**config.mk**
```make
export PLATFORM = sky130hd
export DESIGN_NAME = ctrl_serial_wb
export DESIGN_NICKNAME = d
export VERILOG_FILES = /design/src/rtl/ctrl_serial_pkg.sv /design/src/rtl/ctrl_serial_timeout.sv /design/src/rtl/ctrl_serial_wb.sv
export SDC_FILE = /design/constraint.sdc
export NUM_CORES = 1
export LEC_CHECK = 0
export BUFFER_PORTS_ARGS = -buffer_cell sky130_fd_sc_hd__buf_2
export CORE_MARGIN = 1
export CORE_UTILIZATION = 59
export CTS_CLUSTER_DIAMETER = 80
export DETAILED_ROUTE_END_ITERATION = 8
export MAX_ROUTING_LAYER = met4
export PLACE_DENSITY = 0.85
export SLEW_MARGIN = 15
export SYNTH_ARGS = -nofsm -noshare
export SYNTH_HDL_FRONTEND = slang
export SYNTH_SLANG_ARGS = --single-unit
export TNS_END_PERCENT = 20
```
**constraint.sdc**
```tcl
create_clock -name clk_i -period 4.03 [get_ports clk_i]
set_clock_uncertainty 0.2 [all_clocks]
set_input_delay 0.806 -clock clk_i [delete_from_list [all_inputs] [get_ports clk_i]]
set_output_delay 0.806 -clock clk_i [all_outputs]
set_load 0.01 [all_outputs]
```
**src/rtl/ctrl_serial_pkg.sv**
```systemverilog
// Shared types and constants for the serial-to-Wishbone controller.
package ctrl_serial_pkg;

   typedef enum logic [2:0] {
      StIdle,
      StAddr,
      StWrData,
      StWbReq,
      StTxData,
      StTxStatus
   } state_e;

   localparam logic [7:0] STATUS_OK      = 8'h01;
   localparam logic [7:0] STATUS_ERR     = 8'h02;
   localparam logic [7:0] STATUS_TIMEOUT = 8'h03;

   // Command byte layout: bit7 = write, bits[3:0] = burst length - 1.
   localparam int unsigned CMD_WE_BIT  = 7;
   localparam int unsigned CMD_LEN_MSB = 3;

endpackage

```
**src/rtl/ctrl_serial_timeout.sv**
```systemverilog
// Bus watchdog: counts enabled cycles since the last clear and flags the cycle
// that would be the TIMEOUT-th enabled one, so the master can abort on that edge.
module ctrl_serial_timeout #(
   parameter int unsigned TIMEOUT = 255
) (
   input  logic clk_i,
   input  logic rst_i,
   input  logic clr_i,
   input  logic en_i,
   output logic expired_o
);

   localparam int unsigned CntW = $clog2(TIMEOUT + 1);

   logic [CntW-1:0] cnt_q, cnt_d;

   // Next count: clear wins, otherwise count enabled cycles and saturate.
   always_comb begin
      cnt_d = cnt_q;
      if (clr_i) begin
         cnt_d = '0;
      end else if (en_i && (cnt_q != CntW'(TIMEOUT))) begin
         cnt_d = cnt_q + CntW'(1);
      end
   end

   // Counter register with synchronous reset.
   always_ff @(posedge clk_i) begin
      if (rst_i) begin
         cnt_q <= '0;
      end else begin
         cnt_q <= cnt_d;
      end
   end

   assign expired_o = en_i && !clr_i && (cnt_q == CntW'(TIMEOUT - 1));

endmodule

```
**src/rtl/ctrl_serial_wb.sv**
```systemverilog
// Byte-stream command decoder driving single-outstanding classic Wishbone cycles.
// Frames: cmd, address (MSB first), optional write data; every frame answers with
// optional read data followed by one status byte.
module ctrl_serial_wb
   import ctrl_serial_pkg::*;
#(
   parameter int unsigned ADR_BYTES = 2,
   parameter int unsigned DAT_BYTES = 4,
   parameter int unsigned TIMEOUT   = 255
) (
   input  logic                   clk_i,
   input  logic                   rst_i,
   output logic                   wb_cyc_o,
   output logic                   wb_stb_o,
   output logic                   wb_we_o,
   output logic [8*ADR_BYTES-1:0] wb_adr_o,
   output logic [8*DAT_BYTES-1:0] wb_dat_o,
   output logic [DAT_BYTES-1:0]   wb_sel_o,
   input  logic [8*DAT_BYTES-1:0] wb_dat_i,
   input  logic                   wb_ack_i,
   input  logic                   wb_err_i,
   input  logic                   rx_valid_i,
   input  logic [7:0]             rx_data_i,
   output logic                   rx_ready_o,
   output logic                   tx_valid_o,
   output logic [7:0]             tx_data_o,
   input  logic                   tx_ready_i
);

   localparam int unsigned AW   = 8 * ADR_BYTES;
   localparam int unsigned DW   = 8 * DAT_BYTES;
   localparam int unsigned MaxB = (ADR_BYTES > DAT_BYTES) ? ADR_BYTES : DAT_BYTES;
   localparam int unsigned BcW  = $clog2(MaxB + 1);

   state_e          state_q, state_d;
   logic            we_q, we_d;
   logic [3:0]      len_q, len_d;     // words remaining after the current one
   logic [BcW-1:0]  bcnt_q, bcnt_d;   // byte index within address or data word
   logic [AW-1:0]   adr_q, adr_d;
   logic [DW-1:0]   wdat_q, wdat_d;
   logic [DW-1:0]   txsh_q, txsh_d;
   logic [7:0]      status_q, status_d;
   logic            cyc_q, cyc_d;
   logic            rx_ready;
   logic            tx_valid;
   logic [7:0]      tx_data;
   logic            wd_expired;

   // Watchdog runs only while the strobe is out; it is held clear elsewhere so
   // every request starts from zero.
   ctrl_serial_timeout #(
      .TIMEOUT (TIMEOUT)
   ) u_timeout (
      .clk_i     (clk_i),
      .rst_i     (rst_i),
      .clr_i     (state_q != StWbReq),
      .en_i      (cyc_q),
      .expired_o (wd_expired)
   );

   // Next-state and handshake decode.
   always_comb begin
      state_d  = state_q;
      we_d     = we_q;
      len_d    = len_q;
      bcnt_d   = bcnt_q;
      adr_d    = adr_q;
      wdat_d   = wdat_q;
      txsh_d   = txsh_q;
      status_d = status_q;
      rx_ready = 1'b0;
      tx_valid = 1'b0;
      tx_data  = 8'h00;

      unique case (state_q)
         StIdle: begin
            rx_ready = 1'b1;
            if (rx_valid_i) begin
               we_d    = rx_data_i[CMD_WE_BIT];
               len_d   = rx_data_i[CMD_LEN_MSB:0];
               bcnt_d  = '0;
               state_d = StAddr;
            end
         end
         StAddr: begin
            rx_ready = 1'b1;
            if (rx_valid_i) begin
               adr_d = AW'({adr_q, rx_data_i});
               if (bcnt_q == BcW'(ADR_BYTES - 1)) begin
                  bcnt_d  = '0;
                  state_d = we_q ? StWrData : StWbReq;
               end else begin
                  bcnt_d = bcnt_q + BcW'(1);
               end
            end
         end
         StWrData: begin
            rx_ready = 1'b1;
            if (rx_valid_i) begin
               wdat_d = DW'({wdat_q, rx_data_i});
               if (bcnt_q == BcW'(DAT_BYTES - 1)) begin
                  bcnt_d  = '0;
                  state_d = StWbReq;
               end else begin
                  bcnt_d = bcnt_q + BcW'(1);
               end
            end
         end
         StWbReq: begin
            // Responses only count while the strobe is actually out; err beats ack,
            // and either beats a watchdog expiring in the same cycle.
            if (cyc_q && wb_err_i) begin
               status_d = STATUS_ERR;
               state_d  = StTxStatus;
            end else if (cyc_q && wb_ack_i) begin
               adr_d = adr_q + AW'(1);
               if (!we_q) begin
                  txsh_d  = wb_dat_i;
                  bcnt_d  = '0;
                  state_d = StTxData;
               end else if (len_q == 4'd0) begin
                  status_d = STATUS_OK;
                  state_d  = StTxStatus;
               end else begin
                  len_d   = len_q - 4'd1;
                  bcnt_d  = '0;
                  state_d = StWrData;
               end
            end else if (wd_expired) begin
               status_d = STATUS_TIMEOUT;
               state_d  = StTxStatus;
            end
         end
         StTxData: begin
            tx_valid = 1'b1;
            tx_data  = txsh_q[DW-1 -: 8];
            if (tx_ready_i) begin
               txsh_d = txsh_q << 8;
               if (bcnt_q == BcW'(DAT_BYTES - 1)) begin
                  bcnt_d = '0;
                  if (len_q == 4'd0) begin
                     status_d = STATUS_OK;
                     state_d  = StTxStatus;
                  end else begin
                     len_d   = len_q - 4'd1;
                     state_d = StWbReq;
                  end
               end else begin
                  bcnt_d = bcnt_q + BcW'(1);
               end
            end
         end
         StTxStatus: begin
            tx_valid = 1'b1;
            tx_data  = status_q;
            if (tx_ready_i) begin
               state_d = StIdle;
            end
         end
         default: begin
            state_d = StIdle;
         end
      endcase

      // Strobe is registered from the next state so it rises on entry to a request
      // and drops on the edge that leaves it.
      cyc_d = (state_d == StWbReq);
   end

   // State and datapath registers; reset discards any partial frame or bus cycle.
   always_ff @(posedge clk_i) begin
      if (rst_i) begin
         state_q  <= StIdle;
         we_q     <= 1'b0;
         len_q    <= '0;
         bcnt_q   <= '0;
         adr_q    <= '0;
         wdat_q   <= '0;
         txsh_q   <= '0;
         status_q <= '0;
         cyc_q    <= 1'b0;
      end else begin
         state_q  <= state_d;
         we_q     <= we_d;
         len_q    <= len_d;
         bcnt_q   <= bcnt_d;
         adr_q    <= adr_d;
         wdat_q   <= wdat_d;
         txsh_q   <= txsh_d;
         status_q <= status_d;
         cyc_q    <= cyc_d;
      end
   end

   assign wb_cyc_o   = cyc_q;
   assign wb_stb_o   = cyc_q;
   assign wb_we_o    = cyc_q & we_q;
   assign wb_sel_o   = {DAT_BYTES{cyc_q}};
   assign wb_adr_o   = adr_q;
   assign wb_dat_o   = wdat_q;
   // No byte is taken while reset is held.
   assign rx_ready_o = rx_ready & ~rst_i;
   assign tx_valid_o = tx_valid;
   assign tx_data_o  = tx_data;

endmodule

```
After elaboration in Yosys (flattened, before gate mapping)
Cells that the tools add are included.
Operators by class
  add/sub/neg operators: 4
  equality and inequality tests: 23
  mux-type cells: 55
  bitwise operators: 3
  reductions and logical operators: 22
Operator list (count)
  $mux 32: 4
  $mux 3: 24
  $pmux 32 s2: 1
  $mux 8: 7
  $mux 16: 3
  $pmux 16 s2: 1
  $pmux 8 s2: 2
  $mux 4: 7
  $ne 2x2->1 const B: 9
  $pmux 3 s6: 1
  $add 16x1->16 const B: 1
  $pmux 3 s5: 1
  $eq 3x2->1 const B: 4
  $pmux 4 s3: 1
  $reduce_and 5->1: 2
  $add 8x1->8 const B: 1
  $eq 8x8->1 const B: 1
  $ne 8x8->1 const B: 1
  $reduce_and 8->1: 1
  $reduce_and 7->1: 1
  $eq 3x1->1 const B: 2
  $eq 3x3->1 const B: 2
  $logic_and 1x1->1: 5
  $reduce_bool 5->1: 1
  18 further kinds: 24
Word-level totals
  register bits: 108
  input port bits: 46
  output and inout bits: 65
  logic and storage cells: 117

Longest topological paths before layout
  word-level depth: 9
  depth in mapped cells: 7
  gate-level depth less buffers: 6

By module
From an unflattened synthesis, not the netlist that was laid out.
Second synthesis, totals
  cell total of the unflattened synthesis: 685
  area, all modules: 5291.3 um^2
Modules (own cells, without submodules)
  ctrl_serial_wb: instances 1, cells an instance 634, area each 4843.4 um^2, sequential area each 2001.9 um^2
  ctrl_serial_timeout: instances 1, cells an instance 51, area each 447.9 um^2, sequential area each 160.2 um^2

Least setup slack after synthesis
OpenSTA, ideal clock, no wires.
  kind: input -> output
  start: input rst_i
  end: output rx_ready_o
  data arrival time: 1741 ps
  required time: 3024 ps
  slack: 1283 ps
  stages: 4
  buffers on the path: 3
  cell sequence: clkbuf_1 > clkbuf_1 > clkbuf_1 > a211oi_1
Between the ends
  cells in the longest elaborated chain, start to end: 2
RTL lines
  start: declaration: line ctrl_serial_wb.sv:12  | input logic rst_i,
  $not 1->1: line ctrl_serial_wb.sv:202  | assign rx_ready_o = rx_ready & ~rst_i;
  $and 1x1->1: line ctrl_serial_wb.sv:202
  end: declaration: line ctrl_serial_wb.sv:24  | output logic rx_ready_o,
No other way between the ends.

Final worst setup path
  start: register state_q[2]
  end: output tx_data_o[0]
Between the ends
  cells in the longest elaborated chain, start to end: 2
  elaborated cells between the ends (all ways): 3
  classes of those cells: 2 x eq/ne; 1 x mux
RTL lines
  start: declaration: line ctrl_serial_wb.sv:35  | state_e state_q, state_d;
  start signal: assignment: line ctrl_serial_wb.sv:173  | state_q <= StIdle;
  start signal: assignment: line ctrl_serial_wb.sv:183  | state_q <= state_d;
  $eq 3x3->1: line ctrl_serial_wb.sv:75  | unique case (state_q)
  $pmux 8 s2 *: line ctrl_serial_wb.sv:75
  end: declaration: line ctrl_serial_wb.sv:26  | output logic [7:0] tx_data_o,
Every way passes the cells marked *; elsewhere a longest branch is shown, timed or not.

==> results by group <==
Worst setup path
  – Maximum single-stage delay on the critical path: 0.73 ns
  – Crit path kind: register to output port
  – Reg-to-reg slack, setup: between 1 and 1.5 ns
  – Critical Path, Cell by Cell: nand2b_1 > nor2_1 > buf_2
  – Worst EP required: 3.02 ns
  – Worst Path Max Fanout: 23
  – Critical path startpoint category: register
  – CP endpoint kind: output port
  – CP delay by family, top: flip-flops
  – Critical Path AT: about 1.9 ns
  – Worst-path cell with the longest stage delay: dfxtp_1
  – Buf/Inv on CP: 1

Place
  – # port buffers: between 100 and 150
  – RePlAce Congestion: 0.903
  – DP HPWL: approximately 9200 um

CTS
  – Post CTS Setup Buffer Count: 0
  – Clock tree buffer depth: 2
  – CTS Sinks: 108
  – H-tree depth: 3
  – Total CTS buffers: 9
  – CTS Hold Bufs: 0
  – Clock slew at the register clock pins of the worst setup and hold paths: around 0.11 ns
  – Post-cts resize count: 0
  – Clk Latency, worst-skew pair: about 0.37 ns
  – CTS Root Cell: clkbuf_8
  – CTS tree: built

Timing
  – Final hold violations: 0
  – Minimum clock period: between 2 and 3 ns
  – Count of pins over their slew limit: 0
  – Tcrit/Tclk final: 71.8%
  – Final TNS setup: 0 ns
  – Fin Hold WS: 0.261 ns
  – RSZ-0062 raised after global routing: false
  – Tightest Pin Transition: 1.05 ns
  – Max Fclk: 346 MHz
  – Slew HR: 29.8%
  – Setup-failing EPs final: 0

Route
  – Iter 0 DRT Violations: 396
  – Number of routed nets with antenna violations: 0
  – Routed wire length: 13500 um
  – Drt first pass iters: 9
  – Post-route DRC: 7
  – Vias: 5381
  – WL per Instance: about 15 um
  – Via-to-Cell Ratio: 6.16

Synth
  – Synth area leader: dfxtp_1
  – Post-synth EDFFs: 0
  – Area share of the largest cell type after synthesis: 40.0%
  – Synth Instances: between 600 and 700
  – Yosys warnings: 0
  – Synth async-reset ratio: 0%
  – Top post-synthesis cells by area: dfxtp_1 (40%), nand2_1 (11%), a21oi_1 (6.1%)
  – Mapped Nets: 742
  – Synth cell types: 70
  – Most common flop cell mapped by yosys: dfxtp_1
  – Register area share after synthesis: 40.0%
  – Syn Area/Cell: 7.85 um2
  – Seq cells post-synth: 108
  – Post-synthesis cell area: 0.00540 mm2

Global routing
  – Largest net degree at the start of global routing: 72
  – Global-route wire length before repair: 23000 um
  – Global route total overflow: 0
  – GRT busiest layer: met2
  – Total Routing Usage GR: 29.9%
  – Met3 Usage GRT: 4.96%
  – Antenna violations before repair: 0
  – GR Layer Usage met2: 46.8%
  – Grt met1 use: 39.2%
  – Vias in the first global route: 4976

Status
  – Outcome: complete, but fails checks
  – Failing checks: design-rule violations

Power
  – Max rail drop VDD: 0.000246 V
  – Leak: 0.00235 uW
  – Cell Pwr Density: roughly 330 mW/mm2

Final layout
  – Diode count: 0
  – Area growth from synthesis to layout: 13.5%
  – Commonest non-fill, non-tap cell in the layout: nand2_1
  – # nets final: 815
  – Share of cells above drive strength 1: about 19%
  – Most frequent cells in the layout: nand2_1 (156), buf_2 (110), dfxtp_1 (108), a21oi_1 (66), nor2_1 (46)

Floorplan
  – Initial core utilization: between 60% and 70%
  – Die Ht: 97.7 um
  – Core Rows: 34
  – Core area: ~0.009 mm2
  – Die width: approximately 100 um
  – I/O Pins: 111
  – DIE AREA: ~0.0095 mm2

Worst hold path
  – Worst Hold Class: register to register

Job
  – Maxcap violations: 0
==> cells by family after synthesis <==
logic type,share of synthesized area [%]
multiplexers,2.06
adder cells (fa/ha/maj),1.85
buffers and inverters,5.65
AND/OR/NAND/NOR,27.0
AO/OA/AOI/OAI,23.0
XOR/XNOR,0.486
flip-flops,40.0
==> stage by stage <==
| step | cells | util, % | worst slack, ns | total power, uW | instance area, um2 |
|---|---|---|---|---|---|
| 2_1_floorplan | 688 | - | 1.28 | 1250 | 5400 |
| 3_3_place_gp | 858 | 67.2 | 1.45 | 1310 | 5920 |
| 3_5_place_dp | 858 | 67.2 | 1.39 | 1310 | 5920 |
| 4_1_cts | 874 | 69.7 | 1.16 | 2010 | 6130 |
| 5_1_grt | 874 | 69.7 | 0.935 | 2080 | 6130 |
| 6_report | 874 | 69.7 | 1.14 | 2000 | 6130 |
==> cell usage after synthesis (3+ instances only) <==
cell      instances
ha_1              8
a221oi_1          3
nor2b_1           6
dfxtp_1         108
a211oi_1          9
nor4_1            4
o22ai_1           3
a32o_1            3
a21o_1            3
nor3_1            7
nor2_1           47
xnor2_1           3
and2_0            3
clkbuf_1         35
buf_4             6
a311oi_1         28
o31ai_1           6
mux2i_1          10
and2_1           11
buf_2            13
a31oi_1           8
nand2b_1          9
and3_1            6
nand2_1         156
and4_1            3
o41ai_1           5
nand4_1           8
nand3_1          16
o21ai_1           8
or4_1             4
inv_1            14
o21ai_0          15
a21oi_1          66
o32ai_1           5
nand3b_1          3
==> layout make-up <==
cell class / count / area [um2]
Multi-Input combinational cell: 509 / 2960
Clock buffer: 10 / 138
Fill cell: 717 / 2670
Clock inverter: 6 / 76.3
Timing Repair Buffer: 118 / 611
Sequential cell: 108 / 2160
Tap cell: 108 / 135
Inverter: 15 / 56.3
==> per-layer routing <==
layer	wire length (um)	part of all wire, %
met1	5870	43
met2	6420	47
met3	1020	7.6
met4	223	1.6
met5	0	0
==> state kept, by name (all words and copies together) (netlist names) <==
signal           cells
len_q                4
we_q                 1
wb_cyc_o             1
bcnt_q               3
wb_dat_o            32
u_timeout.cnt_q      8
state_q              3
wb_adr_o            16
txsh_q              32
status_q             8
==> worst reg2reg max path, stage by stage (launching register included) <==
cell	delay, ns
dfxtp_1	0.67
and3b_1	0.80
nand3_1	0.34
a21o_1	0.28
mux2_1	0.30
==> power breakdown <==
group	switching (uW)	total [uW]	leakage (uW)	internal (uW)
sequential	27.8	1110	0.000873	1090
clock	392	709	0.000110	317
combinational	109	182	0.00137	73.1
==> final timing paths <==
check                   from           end  cells after the start
setup / recovery  state_q[2]  tx_data_o[0]                      3
hold reg to reg    txsh_q[5]     txsh_q[5]                      2
hold / removal     txsh_q[5]     txsh_q[5]                      2
setup reg to reg  state_q[0]      len_q[1]                      4
(Power assumes the default switching activity.)
